$ cat config.mk
export PLATFORM = sky130hd
export DESIGN_NAME = transpad_cmdq
export DESIGN_NICKNAME = d
export VERILOG_FILES = /design/src/rtl/transpad_pkg.sv /design/src/rtl/transpad_fifo.sv /design/src/rtl/transpad_cmdq.sv
export SDC_FILE = /design/constraint.sdc
export NUM_CORES = 1
export LEC_CHECK = 0
export ABC_AREA = 1
export CAP_MARGIN = 30
export CORE_MARGIN = 2
export CORE_UTILIZATION = 30
export DETAILED_ROUTE_END_ITERATION = 7
export GPL_TIMING_DRIVEN = 0
export MAX_ROUTING_LAYER = met4
export PLACE_DENSITY_LB_ADDON = 0.1
export SETUP_SLACK_MARGIN = 0.02
export SLEW_MARGIN = 20
export SYNTH_ARGS = -nofsm -noshare
export SYNTH_HDL_FRONTEND = slang
export SYNTH_SLANG_ARGS = --single-unit
export TNS_END_PERCENT = 1
$ cat constraint.sdc
create_clock -name clk -period 6.5 [get_ports clk]
set_clock_uncertainty 0.15 [all_clocks]
set_input_delay 0.975 -clock clk [delete_from_list [all_inputs] [get_ports clk]]
set_output_delay 0.975 -clock clk [all_outputs]
set_load 0.05 [all_outputs]
$ cat src/rtl/transpad_pkg.sv
// Shared types and widths for the transpad command path.
package transpad_pkg;
    localparam int UNIT_W  = 2;
    localparam int CMD_W   = 3;
    localparam int DATA_W  = 48;
    localparam int N_UNITS = 4;

    typedef struct packed {
        logic [UNIT_W-1:0] unit;
        logic [CMD_W-1:0]  cmd;
        logic [DATA_W-1:0] data;
    } transpad_cmd_t;
endpackage

$ cat src/rtl/transpad_fifo.sv
// Synchronous command FIFO; pointers carry one extra wrap bit so level spans 0..DEPTH.
module transpad_fifo
    import transpad_pkg::transpad_cmd_t;
#(
    parameter int DEPTH = 8
) (
    input  logic                     clk,
    input  logic                     rst,
    input  logic                     push_i,
    input  transpad_cmd_t            push_data_i,
    input  logic                     pop_i,
    input  logic                     flush_i,
    output transpad_cmd_t            head_o,
    output logic                     full_o,
    output logic                     empty_o,
    output logic [$clog2(DEPTH):0]   level_o
);
    localparam int AW = $clog2(DEPTH);

    transpad_cmd_t mem_q [DEPTH];
    logic [AW:0]   wr_ptr_q, wr_ptr_d;
    logic [AW:0]   rd_ptr_q, rd_ptr_d;

    always_comb begin
        wr_ptr_d = wr_ptr_q;
        rd_ptr_d = rd_ptr_q;
        if (flush_i) begin
            wr_ptr_d = '0;
            rd_ptr_d = '0;
        end else begin
            if (push_i) wr_ptr_d = wr_ptr_q + 1'b1;
            if (pop_i)  rd_ptr_d = rd_ptr_q + 1'b1;
        end
    end

    always_ff @(posedge clk) begin
        if (rst) begin
            wr_ptr_q <= '0;
            rd_ptr_q <= '0;
        end else begin
            wr_ptr_q <= wr_ptr_d;
            rd_ptr_q <= rd_ptr_d;
        end
    end

    // Payload storage carries no reset; validity is tracked by the pointers.
    always_ff @(posedge clk) begin
        if (push_i && !flush_i) mem_q[wr_ptr_q[AW-1:0]] <= push_data_i;
    end

    assign head_o  = mem_q[rd_ptr_q[AW-1:0]];
    assign level_o = wr_ptr_q - rd_ptr_q;
    assign full_o  = (level_o == (AW+1)'(DEPTH));
    assign empty_o = (level_o == '0);
endmodule

$ cat src/rtl/transpad_cmdq.sv
// Command queue + single-strobe issuer for the transpad array.
// Optional TRANSPAD_CMDQ_BYPASS_EN: push into an idle queue issues one cycle earlier.
module transpad_cmdq
    import transpad_pkg::transpad_cmd_t;
#(
    parameter int DEPTH  = 8,
    parameter int UNIT_W = 2,
    parameter int CMD_W  = 3,
    parameter int DATA_W = 48
) (
    input  logic                     clk,
    input  logic                     rst,
    input  logic                     in_valid,
    output logic                     in_ready,
    input  logic [UNIT_W-1:0]        in_unit,
    input  logic [CMD_W-1:0]         in_cmd,
    input  logic [DATA_W-1:0]        in_data,
    input  logic                     hold,
    input  logic                     flush,
    output logic [UNIT_W-1:0]        unit,
    output logic                     rdy,
    output logic [CMD_W-1:0]         cmd,
    output logic [DATA_W-1:0]        data,
    output logic [$clog2(DEPTH):0]   level,
    output logic                     empty
);
    transpad_cmd_t in_entry, head, out_q, out_d;
    logic          rdy_q, rdy_d;
    logic          fifo_full, fifo_empty;
    logic          push, pop, bypass;

    assign in_entry.unit = in_unit;
    assign in_entry.cmd  = in_cmd;
    assign in_entry.data = in_data;

    assign in_ready = ~fifo_full & ~rst & ~flush;
    assign push     = in_valid & in_ready;
    assign pop      = ~fifo_empty & ~hold & ~flush;

`ifdef TRANSPAD_CMDQ_BYPASS_EN
    // Only an idle queue may be bypassed, so strobe order matches the FIFO path.
    assign bypass = push & fifo_empty & ~hold;
`else
    assign bypass = 1'b0;
`endif

    transpad_fifo #(.DEPTH(DEPTH)) u_fifo (
        .clk         (clk),
        .rst         (rst),
        .push_i      (push & ~bypass),
        .push_data_i (in_entry),
        .pop_i       (pop),
        .flush_i     (flush),
        .head_o      (head),
        .full_o      (fifo_full),
        .empty_o     (fifo_empty),
        .level_o     (level)
    );

    always_comb begin
        out_d = out_q;
        rdy_d = 1'b0;
        if (pop) begin
            out_d = head;
            rdy_d = 1'b1;
        end else if (bypass) begin
            out_d = in_entry;
            rdy_d = 1'b1;
        end
    end

    always_ff @(posedge clk) begin
        if (rst) begin
            out_q <= '0;
            rdy_q <= 1'b0;
        end else begin
            out_q <= out_d;
            rdy_q <= rdy_d;
        end
    end

    assign unit  = out_q.unit;
    assign cmd   = out_q.cmd;
    assign data  = out_q.data;
    assign rdy   = rdy_q;
    assign empty = fifo_empty;
endmodule

==> impl_metrics.toml, run 1 <==
[synth]
yosysMostFrequentCell = "nor2_1"
synth_nets = 1797
synthesis.instances = 1733
synth_seq_cells = 486
synth.avg_cell_area_sq_um = 11.13
ys_async_sr_fraction_pct = 0
ys_seq_area_share_pct = 72.46
synth.largest_area_cell = "edfxtp_1"
synth_cell_type_count = 31
yosysWarnings = 0
synthTopCellsByCount = "nor2_1 (542), edfxtp_1 (424), nand2_1 (282)"
synthFlopType = "edfxtp_1"
synth-edff-count = 424
synth_area_sq_um = 19280
netlist.area_leader.share_pct = 66.02
netlist_top_cells_area = "edfxtp_1 (66%), nor2_1 (11%), dfxtp_1 (6.4%)"

[clock_tree]
htreeDepth = 2
cts_tree = "yes"
cts_resized = 0
post_cts_buffers = 0
clk_pin_slew_ns = 0.06
cts_sinks = 486
cts_root_buffer = "clkbuf_16"
cts_made_buffers = 55
clk_latency_ns = 0.61
cts_hold_buffers = 0
clock_path_buffers = 3

[route]
drc_errors = 0
finalWirelength_um = 55390
firstDrtPassIters = 5
antenna_left = 0
vias_per_cell = 4.529
wl_per_cell_um = 19.53
drt_iter0_markers = 716
vias = 12850

[grt]
grt.total_usage_pct = 17.36
grt_pass1_vias = 13110
antenna_found_initial = 1
grt_start_max_net_pins = 22
gr-total-overflow = 0
grt_pass1_wl_um = 84030

[die]
core-area_sq_um = 63310
die_area_sq_um = 66330
io_pins = 118
initial_core_util_pct = 30.46
num_rows = 92
die_h_um = 257.5
die_w_um = 257.5

[setup_path]
cp.required_ns = 5.37
startpoint_type = "register"
critPathSlowestCell = "clkdlybuf4s50_1"
critPathMaxStageDelay_ns = 0.70
worstPathMaxFanout = 11
worst-path-buf-inv = 4
worstSetupPathType = "register to output pin"
worstPathCellList = "inv_2, clkbuf_1, fa_1, or2_1, nor2_4, nand3_1, nand2_1, inv_1, clkdlybuf4s50_1"
cp_top_family = "buffers and inverters"
crit_arrival_ns = 3.90
setup.worst_path.end_class = "output pin"

[power_and_ir_drop]
total_power_uw = 6586
p_leak_uw = 0.008540
powerDensity_nw_per_um2 = 277.1
ir_worst_vdd_uv = 235.2

[timing]
hold_slack_ns = 0.3292
final-hold-violation-count = 0
fin_crit_ns = 5.025
tightest_slew_ns = 0.8874
timing.fmax_ghz = 0.1990
fin_crit_sh_pct = 77.31
relSlewSlack_pct = 40.84
rsz0062_at_grt = "no"
slew_viol_final = 0
setup_violations = 0

[place]
port_buffers = 117
place_hpwl_um = 36880
gp_congestion = 0.7416

[status]
status = "completed"

[finish]
fill_cells = 6288
fin_nets = 2007
area_delta_synth_final_pct = 23.25
drive_gt1_share_pct = 9.497

[run]
drv_cap = 0

[hold_path]
hp-class = "register to register"
==> per-stage QoR <==
stage                     setup TNS, ns  setup slack [ns]  utilization (%)  cells  area, sq um
after floorplan                       0           0.04106                -   1733        19280
after global placement          -905.09            -4.121            33.98   2696        21510
after detailed placement              0             2.034            34.86   2732        22070
after CTS                             0             1.365            37.54   2836        23770
after global routing                  0             1.265            37.54   2837        23770
final                                 0             1.475            37.54   2837        23770
==> layout by cell type (no fill, tap or decap), types with 2 or more instances in the layout <==
master,instances
xor2_1,4
nor3_2,3
ha_1,5
edfxtp_1,424
clkbuf_16,56
clkdlybuf4s50_1,117
buf_16,7
buf_1,9
inv_4,2
buf_6,9
o21ai_1,150
clkinv_2,6
dfxtp_1,62
nand4_1,3
nor2_1,537
a21oi_2,3
inv_2,2
buf_4,22
clkinv_1,6
nand3_1,11
clkbuf_8,8
o21ai_0,116
nor2_4,6
nand2_2,4
nand2_1,282
inv_1,12
a21oi_1,3
buf_2,46
clkbuf_1,57
buf_12,6
==> cells by family (layout without fill, tap and decap cells) <==
kind of cell / count (synthesis) / in the layout / synth area share, %
compound gates: 272 / 272 / 7.117
other cells: 0 / 1 / 0
flops: 486 / 486 / 72.46
fa+ha+maj: 6 / 6 / 0.4282
buf+inv: 113 / 370 / 2.816
xor+xnor: 5 / 5 / 0.2271
simple gates: 851 / 851 / 16.95
==> flip-flops by register name, indices dropped and copies added (netlist names) <==
name             count
u_fifo.mem_q       424
data                48
cmd                  3
rdy                  1
u_fifo.wr_ptr_q      4
unit                 2
u_fifo.rd_ptr_q      4
==> final timing paths <==
path	start	end	slack, ns	cells past startpoint
worst min-delay path	data[22]	data[22]	0.33	2
worst min register to register	data[22]	data[22]	0.33	2
worst max register to register	u_fifo.rd_ptr_q[2]	u_fifo.mem_q[2][17]	2.15	12
worst max-delay path	u_fifo.rd_ptr_q[1]	in_ready	1.47	9
==> layer usage <==
layer / routed length, um / vias to the layer above / GRT usage, %
li1: - / 6328 / -
met1: 25520 / 6250 / 22.31
met2: 27090 / 201 / 29.00
met3: 1739 / 69 / 2.356
met4: 1038 / 0 / 4.383
met5: 0 / - / -
==> report_power, final <==
| part | internal (uW) | switching [uW] | leakage, uW |
|---|---|---|---|
| Sequential | 3410 | 7.31 | 0.00432 |
| Clock | 1680 | 1250 | 0.000825 |
| Combinational | 80.3 | 156 | 0.00340 |
| Total | 5170 | 1410 | 0.00854 |
==> final cells by class <==
class / count / area [sq um] / share of cell area [%]
Clock buffer: 88 / 1602 / 6.738
Buffer: 97 / 478.0 / 2.011
Tap cell: 846 / 1059 / 4.453
Clock inverter: 16 / 93.84 / 0.3948
Inverter: 16 / 65.06 / 0.2737
Timing Repair Buffer: 153 / 1675 / 7.049
Antenna cell: 1 / 2.502 / 0.01053
Multi-Input combinational cell: 1134 / 4821 / 20.28
Sequential cell: 486 / 13970 / 58.79
==> tightest hold or removal path, cell delays in order, from the launching register on <==
cell	delay [ns]
dfxtp_1	0.32
nor2_1	0.04
nor2_1	0.08
(Power assumes the default switching activity.)
==> run 2, diff against run 1 <==
- clock period: 6.5 -> 5 ns (I/O delays scaled with it)
==> run 2 against run 1 <==
Clock-buffer cell count unchanged. Largest cell class unchanged. Critical path type unchanged. Worst hold slack unchanged. Utilization about the same. Sequential power increased by 30%. First-iteration DRC count increased by 6.8%. Highest routed layer unchanged.
==> impl_metrics.toml, run 2 (synthesized netlist as in run 1, its figures left out) <==
[grt]
grt_pass1_wl_um = 84030
antenna_found_initial = 1
grt.total_usage_pct = 17.36
grt_pass1_vias = 13110
gr-total-overflow = 0
grt_start_max_net_pins = 22

[place]
dp_worst_setup_slack_ns = 0.6006
port_buffers = 117
gp_congestion = 0.7416
place_hpwl_um = 36880

[clock_tree]
cts_hold_buffers = 0
clk_latency_ns = 0.61
cts_resized = 0
clk_pin_slew_ns = 0.06
cts_made_buffers = 55
htreeDepth = 2
clock_path_buffers = 3
cts_root_buffer = "clkbuf_16"
post_cts_buffers = 0
cts_sinks = 486
cts_tree = "yes"

[route]
finalWirelength_um = 55390
drt_iter0_markers = 765
antenna_left = 0
vias = 12880
firstDrtPassIters = 5
drc_errors = 0
wl_per_cell_um = 19.53
vias_per_cell = 4.541

[run]
drv_cap = 0

[die]
initial_core_util_pct = 30.46
die_w_um = 257.5
core-area_sq_um = 63310
die_h_um = 257.5
io_pins = 118
num_rows = 92
die_area_sq_um = 66330

[power_and_ir_drop]
ir_worst_vdd_uv = 306.2
p_leak_uw = 0.008539
powerDensity_nw_per_um2 = 360.2

[timing]
slew_viol_final = 0
timing.fmax_ghz = 0.2185
relSlewSlack_pct = 40.40
fin_crit_ns = 4.577
setup_slack_ns = 0.4228
final-hold-violation-count = 0
tightest_slew_ns = 0.8940
setup_violations = 0
fin_crit_sh_pct = 91.54
rsz0062_at_grt = "no"
fin_tns_setup_ns = 0

[hold_path]
hp-class = "register to register"
whs_endpoint = "data[22]"
min-delay-start = "data[22]"
hold_depth = 2

[setup_path]
setup.worst_path.end_class = "output pin"
r2r-start = "u_fifo.rd_ptr_q[2]"
startpoint_type = "register"
reg2reg_to = "u_fifo.mem_q[2][17]"
worstPathMaxFanout = 10
worstSetupPathType = "register to output pin"
crit_arrival_ns = 3.68
r2r_cells = 12
reg2reg_setup_slack_ns = 0.67
cp.required_ns = 4.10

[finish]
largest_register_ffs = 424
mostFrequentLayoutCell = "nor2_1"
drive_gt1_share_pct = 9.502
area_delta_synth_final_pct = 23.23
layout_common_cells = "nor2_1 (537), edfxtp_1 (424), nand2_1 (282)"
fin_nets = 2006

[status]
status = "completed"
## run 2: cell types whose count changed in the layout (fill, tap and decap cells not counted), sizes merged
cell    previous run  this run
clkbuf           121       120
## run 2: critical path, cell delays in order, from the launching register on
cell and delay, ns:
dfxtp_1 0.31, inv_2 0.24, clkbuf_1 0.61, ha_1 0.39, a21oi_1 0.22, nand3_1 0.10
nand3_1 0.22, nand2_1 0.08, inv_1 0.09, clkdlybuf4s50_1 0.81
## run 2: power breakdown
part	switching (uW)	internal, uW	leakage, uW
sequential	9.49	4430	0.00432
clock	1620	2190	0.000825
combinational	203	104	0.00339
total	1840	6720	0.00854
## run 2: layout make-up
type / count / area [sq um]
Multi-Input combinational cell: 1134 / 4821
Buffer: 96 / 474.2
Fill cell: 6287 / 39550
Sequential cell: 486 / 13970
Antenna cell: 1 / 2.502
Tap cell: 846 / 1059
Clock buffer: 88 / 1602
Clock inverter: 16 / 93.84
Inverter: 16 / 65.06
Timing Repair Buffer: 153 / 1675
## run 2: worst max path at each step
stage	startpoint	end	slack, ns	depth (start not counted)
finish	u_fifo.rd_ptr_q[2]	in_ready	0.42	9
global route	u_fifo.rd_ptr_q[2]	in_ready	0.16	9
CTS	u_fifo.rd_ptr_q[1]	in_ready	0.09	9
detailed placement	u_fifo.rd_ptr_q[2]	u_fifo.mem_q[2][17]	0.60	14
global placement	u_fifo.rd_ptr_q[2]	u_fifo.mem_q[4][17]	-5.62	8
floorplan	u_fifo.rd_ptr_q[1]	u_fifo.mem_q[4][0]	-1.46	8
## run 2: metal layers
metal / up-vias / wire [um] / GRT usage [%]
met5: - / 0 / -
met1: 6271 / 25480 / 22.31
met2: 209 / 27060 / 29.00
met4: 0 / 1051 / 4.383
li1: 6328 / - / -
met3: 71 / 1807 / 2.356
## run 2: metrics by stage
step | cell area [sq um] | power [uW] | utilization [%] | hold slack (ns) | cells
floorplan | 19280 | 4670 | - | 0.3290 | 1733
global placement | 21510 | 4838 | 33.98 | 0.3172 | 2696
detailed placement | 22070 | 4843 | 34.86 | 0.3202 | 2732
CTS | 23770 | 8684 | 37.54 | 0.3342 | 2836
global route | 23770 | 8852 | 37.54 | 0.3611 | 2836
finish | 23770 | 8561 | 37.54 | 0.3292 | 2836
==> run 3, diff against run 2 <==
- SLEW_MARGIN: 20 -> not set
==> run 3 against run 2 <==
First-iteration DRC count increased by 3.1%. Power down 1.5%. Cell area decreased by 0.78%. Global-route usage shrank 0.062 points. Register-to-register slack hardly changed. Flip-flop and latch count unchanged. Sequential share of layout area rose by 0.46 points. Largest cell class unchanged. Critical path type unchanged. Highest routed layer unchanged.
==> impl_metrics.toml, run 3 (synthesized netlist as in run 1, its figures left out) <==
[status]
status = "completed"

[timing]
rsz0062_at_grt = "no"
fin_tns_setup_ns = 0
tightest_slew_ns = 0.9161
fin_crit_ns = 4.594
setup_slack_ns = 0.4057
timing.fmax_ghz = 0.2177
slew_viol_final = 0
relSlewSlack_pct = 38.93
final-hold-violation-count = 0
fin_crit_sh_pct = 91.89
setup_violations = 0

[clock_tree]
cts_tree = "yes"
cts_root_buffer = "clkbuf_16"
cts_sinks = 486
htreeDepth = 2
clk_pin_slew_ns = 0.06
clock_path_buffers = 3
cts_made_buffers = 54
clk_latency_ns = 0.61

[setup_path]
reg2reg_setup_slack_ns = 0.66
reg2reg_to = "u_fifo.mem_q[4][17]"
startpoint_type = "register"
crit_arrival_ns = 3.69
worstSetupPathType = "register to output pin"
r2r_cells = 12
worstPathMaxFanout = 10
cp.required_ns = 4.10
setup.worst_path.end_class = "output pin"
r2r-start = "u_fifo.rd_ptr_q[2]"

[place]
dp_worst_setup_slack_ns = 0.5869
place_hpwl_um = 36410
gp_congestion = 0.7416
place_inst = 2725
port_buffers = 117

[hold_path]
whs_endpoint = "cmd[0]"
min-delay-start = "cmd[0]"
hp-class = "register to register"
hold_depth = 2

[route]
vias_per_cell = 4.511
firstDrtPassIters = 5
drc_errors = 0
finalWirelength_um = 55540
drt_iter0_markers = 789
vias = 12740
wl_per_cell_um = 19.67
antenna_left = 0

[die]
num_rows = 92
core-area_sq_um = 63310
die_w_um = 257.5
io_pins = 118
initial_core_util_pct = 30.46
die_h_um = 257.5
die_area_sq_um = 66330

[power_and_ir_drop]
p_leak_uw = 0.008430
powerDensity_nw_per_um2 = 357.4
ir_worst_vdd_uv = 242.9
total_power_uw = 8428

[grt]
antenna_found_initial = 1
grt_start_max_net_pins = 27
grt_pass1_wl_um = 83520
grt.total_usage_pct = 17.30
grt_pass1_vias = 13000
gr-total-overflow = 0

[finish]
drive_gt1_share_pct = 8.751
mostFrequentLayoutCell = "nor2_1"
area_delta_synth_final_pct = 22.27
layout_common_cells = "nor2_1 (537), edfxtp_1 (424), nand2_1 (282)"
fill_cells = 6333
fin_nets = 1998
largest_register_ffs = 424
finalNonFillerCells = 2824

[run]
drv_cap = 0
==> run 3: changes by cell type in the layout (fill, tap and decap cells not counted), moves of 2 or more <==
cell,delta
buf_4,-15
clkinv_2,-3
clkbuf_8,-3
buf_8,+4
clkbuf_16,-2
buf_6,+7
buf_16,-7
clkbuf_1,+3
buf_12,+4
==> run 3: report_power, final <==
part	switching [uW]	internal [uW]	leakage (uW)
logic	204	105	0.00334
clock network	1600	2070	0.000772
registers	9.46	4430	0.00432
==> run 3: worst max path at each step <==
stage               slack, ns          startpoint  cells past startpoint                  end
global placement        -5.62  u_fifo.rd_ptr_q[2]                      8  u_fifo.mem_q[4][17]
detailed placement       0.59  u_fifo.rd_ptr_q[2]                     12  u_fifo.mem_q[4][17]
floorplan               -1.46  u_fifo.rd_ptr_q[1]                      8   u_fifo.mem_q[4][0]
CTS                      0.12  u_fifo.rd_ptr_q[1]                      9             in_ready
finish                   0.41  u_fifo.rd_ptr_q[2]                      9             in_ready
global route             0.11  u_fifo.rd_ptr_q[2]                      9             in_ready
==> run 3: final cells by class <==
type,count,area (sq um),area share (%)
multi-input combinational,1134,4821,20.44
inverter,16,65.06,0.2759
sequential,486,13970,59.26
buffer,96,474.2,2.011
clock buffer,86,1521,6.452
tap,846,1059,4.489
clock inverter,13,75.07,0.3184
timing repair buffer,146,1589,6.739
antenna,1,2.502,0.01061
==> run 3: worst max-delay path: stages (launching register included) <==
cell and delay [ns]:
dfxtp_1 0.32, inv_2 0.24, clkbuf_1 0.59, ha_1 0.39
a21oi_1 0.23, nand3_1 0.11, nand3_1 0.22, nand2_1 0.08
inv_1 0.10, clkdlybuf4s50_1 0.81
==> run 3: per-stage QoR <==
stage                     area, sq um  hold slack (ns)  util [%]
after floorplan                 19280           0.3290         -
after global placement          21510           0.3172     33.98
after detailed placement        21980           0.3190     34.73
after CTS                       23580           0.3329     37.25
after global routing            23580           0.3584     37.25
final                           23580           0.3265     37.25
==> run 3: per-layer routing <==
layer	part of all wire, %	routed length, um	global-route usage, %
met2	49	26950	28.65
met5	0	0	-
met3	3.4	1873	2.807
met4	1.9	1076	4.239
met1	46	25640	22.19
==> run 3: repair_timing <==
action / in CTS / in global routing
hold buffers: 0 / 0
buffers inserted: 0 / 0
endpoints found under the setup margin: 0 / 1
gates resized for setup: 0 / 0
